File: config.mk
export PLATFORM = sky130hd
export DESIGN_NAME = alarm_sequencer
export DESIGN_NICKNAME = d
export VERILOG_FILES = /design/src/rtl/alarm_sequencer.sv
export SDC_FILE = /design/constraint.sdc
export NUM_CORES = 1
export LEC_CHECK = 0
export CORE_MARGIN = 2
export CORE_UTILIZATION = 44
export CTS_BUF_LIST = sky130_fd_sc_hd__clkbuf_4 sky130_fd_sc_hd__clkbuf_8
export CTS_CLUSTER_DIAMETER = 120
export DETAILED_ROUTE_END_ITERATION = 6
export GPL_TIMING_DRIVEN = 0
export PLACE_DENSITY = 0.64
export SLEW_MARGIN = 15
export SYNTH_ARGS = -nofsm -noshare
export SYNTH_HDL_FRONTEND = slang
export SYNTH_SLANG_ARGS = --single-unit
File: constraint.sdc
create_clock -name clk -period 2.03 [get_ports clk]
set_clock_uncertainty 0.2 [all_clocks]
set_input_delay 0.5075 -clock clk [delete_from_list [all_inputs] [get_ports clk]]
set_output_delay 0.5075 -clock clk [all_outputs]
set_load 0.02 [all_outputs]
File: src/rtl/alarm_sequencer.sv
// IR beam-break alarm sequencer: synchronized/debounced sensor, timed exit/entry/siren states.
// Optional tamper input enabled by defining ALARM_TAMPER_EN.
module alarm_sequencer #(
    parameter int unsigned DEBOUNCE_CYCLES = 4,
    parameter int unsigned EXIT_CYCLES     = 8,
    parameter int unsigned ENTRY_CYCLES    = 6,
    parameter int unsigned SIREN_CYCLES    = 10
) (
    input  logic       clk,
    input  logic       rstN,
    input  logic       irSensor,
`ifdef ALARM_TAMPER_EN
    input  logic       tamper,
`endif
    input  logic       armReq,
    input  logic       disarmReq,
    output logic       systemArmed,
    output logic       alarmActive,
    output logic       exitPending,
    output logic       entryPending,
    output logic [2:0] state
);

    localparam int unsigned MAX_AB  = (EXIT_CYCLES > ENTRY_CYCLES) ? EXIT_CYCLES : ENTRY_CYCLES;
    localparam int unsigned MAX_CYC = (MAX_AB > SIREN_CYCLES) ? MAX_AB : SIREN_CYCLES;
    localparam int unsigned TIMER_W = (MAX_CYC > 1) ? $clog2(MAX_CYC) : 1;
    localparam int unsigned DEB_W   = $clog2(DEBOUNCE_CYCLES + 1);

    localparam logic [TIMER_W-1:0] EXIT_LOAD  = TIMER_W'(EXIT_CYCLES - 1);
    localparam logic [TIMER_W-1:0] ENTRY_LOAD = TIMER_W'(ENTRY_CYCLES - 1);
    localparam logic [TIMER_W-1:0] SIREN_LOAD = TIMER_W'(SIREN_CYCLES - 1);
    localparam logic [DEB_W-1:0]   DEB_FULL   = DEB_W'(DEBOUNCE_CYCLES);

    typedef enum logic [2:0] {
        StDisarmed   = 3'd0,
        StExitDelay  = 3'd1,
        StArmed      = 3'd2,
        StEntryDelay = 3'd3,
        StAlarm      = 3'd4
    } state_e;

    state_e             state_q, state_d;
    logic [TIMER_W-1:0] timer_q, timer_d;
    logic [DEB_W-1:0]   deb_cnt_q;
    logic               ir_meta_q, ir_sync_q;
    logic               beam_broken;
    logic               timer_zero;

    always_ff @(posedge clk or negedge rstN) begin
        if (!rstN) begin
            ir_meta_q <= 1'b0;
            ir_sync_q <= 1'b0;
        end else begin
            ir_meta_q <= irSensor;
            ir_sync_q <= ir_meta_q;
        end
    end

    // Saturating run-length of high synchronized samples; any low sample restarts it.
    always_ff @(posedge clk or negedge rstN) begin
        if (!rstN) begin
            deb_cnt_q <= '0;
        end else if (!ir_sync_q) begin
            deb_cnt_q <= '0;
        end else if (deb_cnt_q != DEB_FULL) begin
            deb_cnt_q <= deb_cnt_q + 1'b1;
        end
    end

    assign beam_broken = (deb_cnt_q == DEB_FULL);
    assign timer_zero  = (timer_q == '0);

`ifdef ALARM_TAMPER_EN
    logic tamper_meta_q, tamper_sync_q;

    always_ff @(posedge clk or negedge rstN) begin
        if (!rstN) begin
            tamper_meta_q <= 1'b0;
            tamper_sync_q <= 1'b0;
        end else begin
            tamper_meta_q <= tamper;
            tamper_sync_q <= tamper_meta_q;
        end
    end
`endif

    always_comb begin
        state_d = state_q;
        timer_d = timer_zero ? '0 : timer_q - 1'b1;
        case (state_q)
            StDisarmed: begin
                if (armReq) begin
                    state_d = StExitDelay;
                    timer_d = EXIT_LOAD;
                end
            end
            StExitDelay: begin
                if (disarmReq) begin
                    state_d = StDisarmed;
                end else if (timer_zero) begin
                    state_d = StArmed;
                end
            end
            StArmed: begin
                if (disarmReq) begin
                    state_d = StDisarmed;
                end else if (beam_broken) begin
                    state_d = StEntryDelay;
                    timer_d = ENTRY_LOAD;
                end
            end
            StEntryDelay: begin
                if (disarmReq) begin
                    state_d = StDisarmed;
                end else if (timer_zero) begin
                    state_d = StAlarm;
                    timer_d = SIREN_LOAD;
                end
            end
            StAlarm: begin
                if (disarmReq) begin
                    state_d = StDisarmed;
                end else if (timer_zero) begin
                    if (beam_broken) begin
                        timer_d = SIREN_LOAD;
                    end else begin
                        state_d = StArmed;
                    end
                end
            end
            default: begin
                state_d = StDisarmed;
                timer_d = '0;
            end
        endcase
`ifdef ALARM_TAMPER_EN
        // Tamper overrides everything, including disarm, and pins the siren timer at reload.
        if (tamper_sync_q) begin
            state_d = StAlarm;
            timer_d = SIREN_LOAD;
        end
`endif
    end

    // Flags are registered from the next state so they switch on the same edge as state.
    always_ff @(posedge clk or negedge rstN) begin
        if (!rstN) begin
            state_q      <= StDisarmed;
            timer_q      <= '0;
            systemArmed  <= 1'b0;
            alarmActive  <= 1'b0;
            exitPending  <= 1'b0;
            entryPending <= 1'b0;
        end else begin
            state_q      <= state_d;
            timer_q      <= timer_d;
            systemArmed  <= (state_d == StArmed) || (state_d == StEntryDelay) ||
                            (state_d == StAlarm);
            alarmActive  <= (state_d == StAlarm);
            exitPending  <= (state_d == StExitDelay);
            entryPending <= (state_d == StEntryDelay);
        end
    end

    assign state = state_q;

endmodule
# --- Word-level counts from Yosys, hierarchy flattened ---
# Cells that the tools add are included.
word_totals:
  ff_bits: 16
  input_bits: 5
  out_inout_bits: 7
classes:
  n_addsub: 2
  n_eq_ne: 11
  mux: 23
  n_reduce_logical: 4
op_table:
  columns: ["cell", "n"]
  rows:
  - ["3-bit 2-to-1 mux", 12]
  - ["4-bit 2-to-1 mux", 9]
  - ["4-bit one-hot mux with 5 select lines", 1]
  - ["3-bit one-hot mux with 5 select lines", 1]
  - ["3-bit by 2-bit equality test with 1-bit output, second input constant", 4]
  - ["3-bit equality test, second input constant", 3]
  - ["3-bit by 1-bit equality test with 1-bit output, second input constant", 2]
  - ["4-bit zero test", 1]
  - ["4-bit by 1-bit subtractor with 4-bit output, second input constant", 1]
  - ["3-bit by 1-bit adder with 3-bit output, second input constant", 1]
  - ["3-bit zero test", 1]
  - ["3-bit inequality test, second input constant", 1]
  - ["1-bit logical OR", 2]
  - ["2-bit by 1-bit inequality test with 1-bit output, second input constant", 1]

# --- Longest topological paths before layout ---
# Gate-level depths: netlist of run 1.
logic_depth:
  depth_word: 8
  mapped_depth: 6
  mapped_depth_nobuf: 6

# --- Least setup slack after synthesis of run 1 ---
# OpenSTA, ideal clock, no wires.
synth_timing:
  path_type: "reg2reg"
  start: "register timer_q[0]"
  end: "register timer_q[0]"
  arrival_time_ps: 1441
  required_ps: 1690
  setup_slack_ps: 248
  stages_incl_launch_ff: 7
  period_less_slack_ps: 1782
  path_cell_list: "dfrtp_1 -> inv_1 -> ha_1 -> or3b_4 -> a211o_1 -> o21ai_0 -> a22oi_1"
synth_via:
  elab_chain_cells: 6
  word_cells_on_any_way: 12
  classes_between: "add/sub (1); mux (10); reduce/logical (1)"
synth_rtl:
  columns: ["item", "line_no", "rtl"]
  rows:
  - ["start: declaration", "43", "logic [TIMER_W-1:0] timer_q, timer_d;"]
  - ["start signal: assignment", "156", "timer_q <= timer_d;"]
  - ["4-bit by 1-bit subtractor with 4-bit output or 4-bit zero test (tied branches)", "89, 71", null]
  - ["4-bit 2-to-1 mux", "89", "timer_d = timer_zero ? '0 : timer_q - 1'b1;"]
  - ["4-bit 2-to-1 mux", "124", "if (beam_broken) begin"]
  - ["4-bit 2-to-1 mux", "123", "end else if (timer_zero) begin"]
  - ["4-bit 2-to-1 mux", "121", "if (disarmReq) begin"]
  - ["4-bit one-hot mux with 5 select lines (*)", "90", "case (state_q)"]
  - ["named net timer_d[0]", "43", null]
# The timed path passes the listed nets; every way through them passes the cells marked *.
# A chain may end at the register's enable or synchronous reset.

# --- Worst setup path in the final report of run 1 ---
layout_timing:
  start: "input disarmReq"
  end: "register timer_q[0]"
layout_via:
  elab_chain_cells: 2
  word_cells_on_any_way: 4
  classes_between: "mux (4)"
layout_rtl:
  columns: ["item", "line_no", "rtl"]
  rows:
  - ["start: declaration", "16", "input logic disarmReq,"]
  - ["4-bit 2-to-1 mux (on tied branches)", "121, 105, 113", null]
  - ["4-bit one-hot mux with 5 select lines (*)", "90", null]
  - ["named net timer_d[0]", "43", null]
# Marked as above.

==> results_dict.tcl, run 1 <==
set metrics [dict create \
    final_layout_size_suffix_gt1_share_pct 13.1 \
    clkSinkCount 16 \
    cts_root_buffer "clkbuf_4" \
    netlist_area_um2 848 \
    syn_to_final_growth_pct 21.4 \
    final_cell_count_no_fill 124 \
    wl_um 1660 \
    fp.dieW_um 47.9 \
    grt_pass1_vias 610 \
    rsz0062_at_grt "no" \
    p_per_area_nw_per_um2 941 \
    first_pass_iters 4 \
    ys_ff_latch 16 \
    clock_latency_ns 0.29 \
    cp-start-kind "input port" \
    start_util_pct 48.1 \
    cts_resized 2 \
    p_leak_uw 0.000434 \
    grt_overflow 0 \
    clk_pin_slew_worst_paths_ns 0.09 \
    synth-async-reset-ratio_pct 100 \
    fillers 174 \
    fin_hold_ws_ns 0.161 \
    met1_length_um 762 \
    top_layer_used "met4" \
    holdBufCountCts 0 \
    antenna_found_initial 0 \
    viasPerCell 5.45 \
    drt_iter0_markers 20 \
    ys_top_cells_by_count "dfrtp_1 (16), a21oi_1 (6), inv_1 (6), nand2_1 (6), o21ai_0 (6)" \
    post_cts_buffers 0 \
    die-area_um2 2300 \
    port_buffers 11 \
    htree_levels 1 \
    synth_cell_type_count 34 \
    synthCells 84 \
    synthFlopType "dfrtp_1" \
    synth.most_common_cell "dfrtp_1" \
    regArea_um2 400 \
    gp_congestion 0.890 \
    ios 12 \
    ys_seq_area_share_pct 47.2 \
    fmax_ghz 0.513 \
    ant_nets 0 \
    worstSetupPathType "in2reg" \
    maxSlewViolCount 0 \
    hold_viol 0 \
    synth_area_leaders "dfrtp_1 (47%), ha_1 (5.9%), a21oi_1 (3.5%)" \
    route.met2.wl_um 759 \
    worstSetupEndpointType "flop" \
    synth-edff-count 0 \
    tightestPinTransition_ns 0.678 \
    final.min_clock_period_ns 1.95 \
    hpwl_um 1220 \
    crit_arrival_ns 1.91 \
    setup-tns-final_ns 0 \
    synth_fp_nets 93 \
    nets 109 \
    hold_class "reg2reg" \
    cts_tree "done" \
    relSlewSlack_pct 54.6 \
    coreArea_um2 1760 \
    clock_path_buffers 2 \
    dr_wl_met3_um 98 \
    multiInputGateArea_um2 418 \
    grt_max_degree 17 \
    grt.total_usage_pct 17.4 \
    ys_warn_count 0 \
    finalCritPeriodShare_pct 96.0 \
    timing.critical_path.required_ns 1.99 \
    status "finished clean" \
    rows 15 \
    num_vias 676 \
    drc 0 \
    grt_pass1_wl_um 2680 \
    setup_viol 0 \
    synth.avg_cell_area_um2 10.1 \
    diodes 0 \
    die_y_um 47.9 \
    cap_violations 0 \
    worstPathMaxFanout 10 \
    peakVddDrop_v 0.000566 \
    post_drt_wl_per_cell_um 13.4 \
    synth_top_cell_by_area "dfrtp_1" \
    dp.cells 120 \
    numCtsBuffers 3 \
    synth_top_area_share_pct 47.2 \
]
[per-stage QoR]
| stage | cell area [um^2] | power, uW | utilization, % | worst slack (ns) |
|---|---|---|---|---|
| after CTS | 1020 | 965 | 58.0 | 0.0615 |
| after detailed placement | 990 | 755 | 56.1 | -0.202 |
| final | 1030 | 969 | 58.4 | 0.0818 |
| after global placement | 990 | 746 | 56.1 | -0.211 |
| after floorplan | 848 | 658 | - | 0.248 |
| after global routing | 1030 | 1030 | 58.4 | 0.0130 |
[cells in the final DEF (no fill, tap or decap), types with 2 or more instances in the layout]
master,count
dfrtp_1,16
clkbuf_4,3
nand2_1,6
clkdlybuf4s50_1,9
dlygate4sd2_1,2
o21ai_0,6
nor3_1,2
nor2_1,3
xnor2_1,3
o31ai_1,2
nor2b_1,3
inv_1,5
buf_2,2
ha_1,4
nand3_1,2
a211oi_1,2
a21oi_1,6
a31oi_1,2
[layout make-up]
cell class                      instances  area share [%]
Multi-Input combinational cell         59            40.6
Sequential cell                        16            38.9
Timing Repair Buffer                   11            10.4
Clock buffer                            4            3.52
Tap cell                               25            3.04
Inverter                                6            2.19
Buffer                                  3            1.34
[path summary, 6_finish.rpt]
kind,from,end,slack [ns],cells after the start
worst max register to register,timer_q[0],timer_q[0],0.15,6
min in group asynchronous,rstN,ir_meta_q,0.42,1
worst max-delay path,disarmReq,timer_q[0],0.08,6
max in group asynchronous,rstN,state[2],0.78,1
worst min-delay path,ir_meta_q,ir_sync_q,0.16,0
worst min register to register,ir_meta_q,ir_sync_q,0.16,0
[flip-flops by register name, summed over array words and instances (netlist names)]
name	cells
systemArmed	1
deb_cnt_q	3
state	3
exitPending	1
ir_meta_q	1
ir_sync_q	1
entryPending	1
alarmActive	1
timer_q	4
[per-layer routing]
layer	up-vias	track usage, %
met2	23	26.4
met3	6	3.40
li1	331	-
met1	316	23.3
met4	0	9.73
met5	-	0
[power by group]
group	internal (uW)	leakage, uW	switching, uW
combinational	148	0.000211	176
sequential	376	0.000202	55.9
clock	109	0.0000210	103
total	634	0.000434	335
[critical path, stage by stage]
cell and delay [ns]:
clkdlybuf4s50_1 0.48, buf_2 0.21, and3b_1 0.21, mux2_2 0.26, nand2_1 0.13, a22oi_1 0.11
[kinds of logic after synthesis]
| kind of cell | Yosys count | synth area share, % |
|---|---|---|
| simple gates | 25 | 17.3 |
| mux | 1 | 1.33 |
| flops | 16 | 47.2 |
| xor+xnor | 3 | 3.10 |
| compound gates | 26 | 20.9 |
| fa+ha+maj | 4 | 5.90 |
| buf+inv | 9 | 4.28 |
No activity file was read; power rests on OpenSTA's default activity.
==> inputs of run 2 (changes only) <==
CTS_BUF_LIST = unset   (was sky130_fd_sc_hd__clkbuf_4 sky130_fd_sc_hd__clkbuf_8)
==> results of run 2 <==
No change in the layout: final DEF, timing and power equal those of run 1.
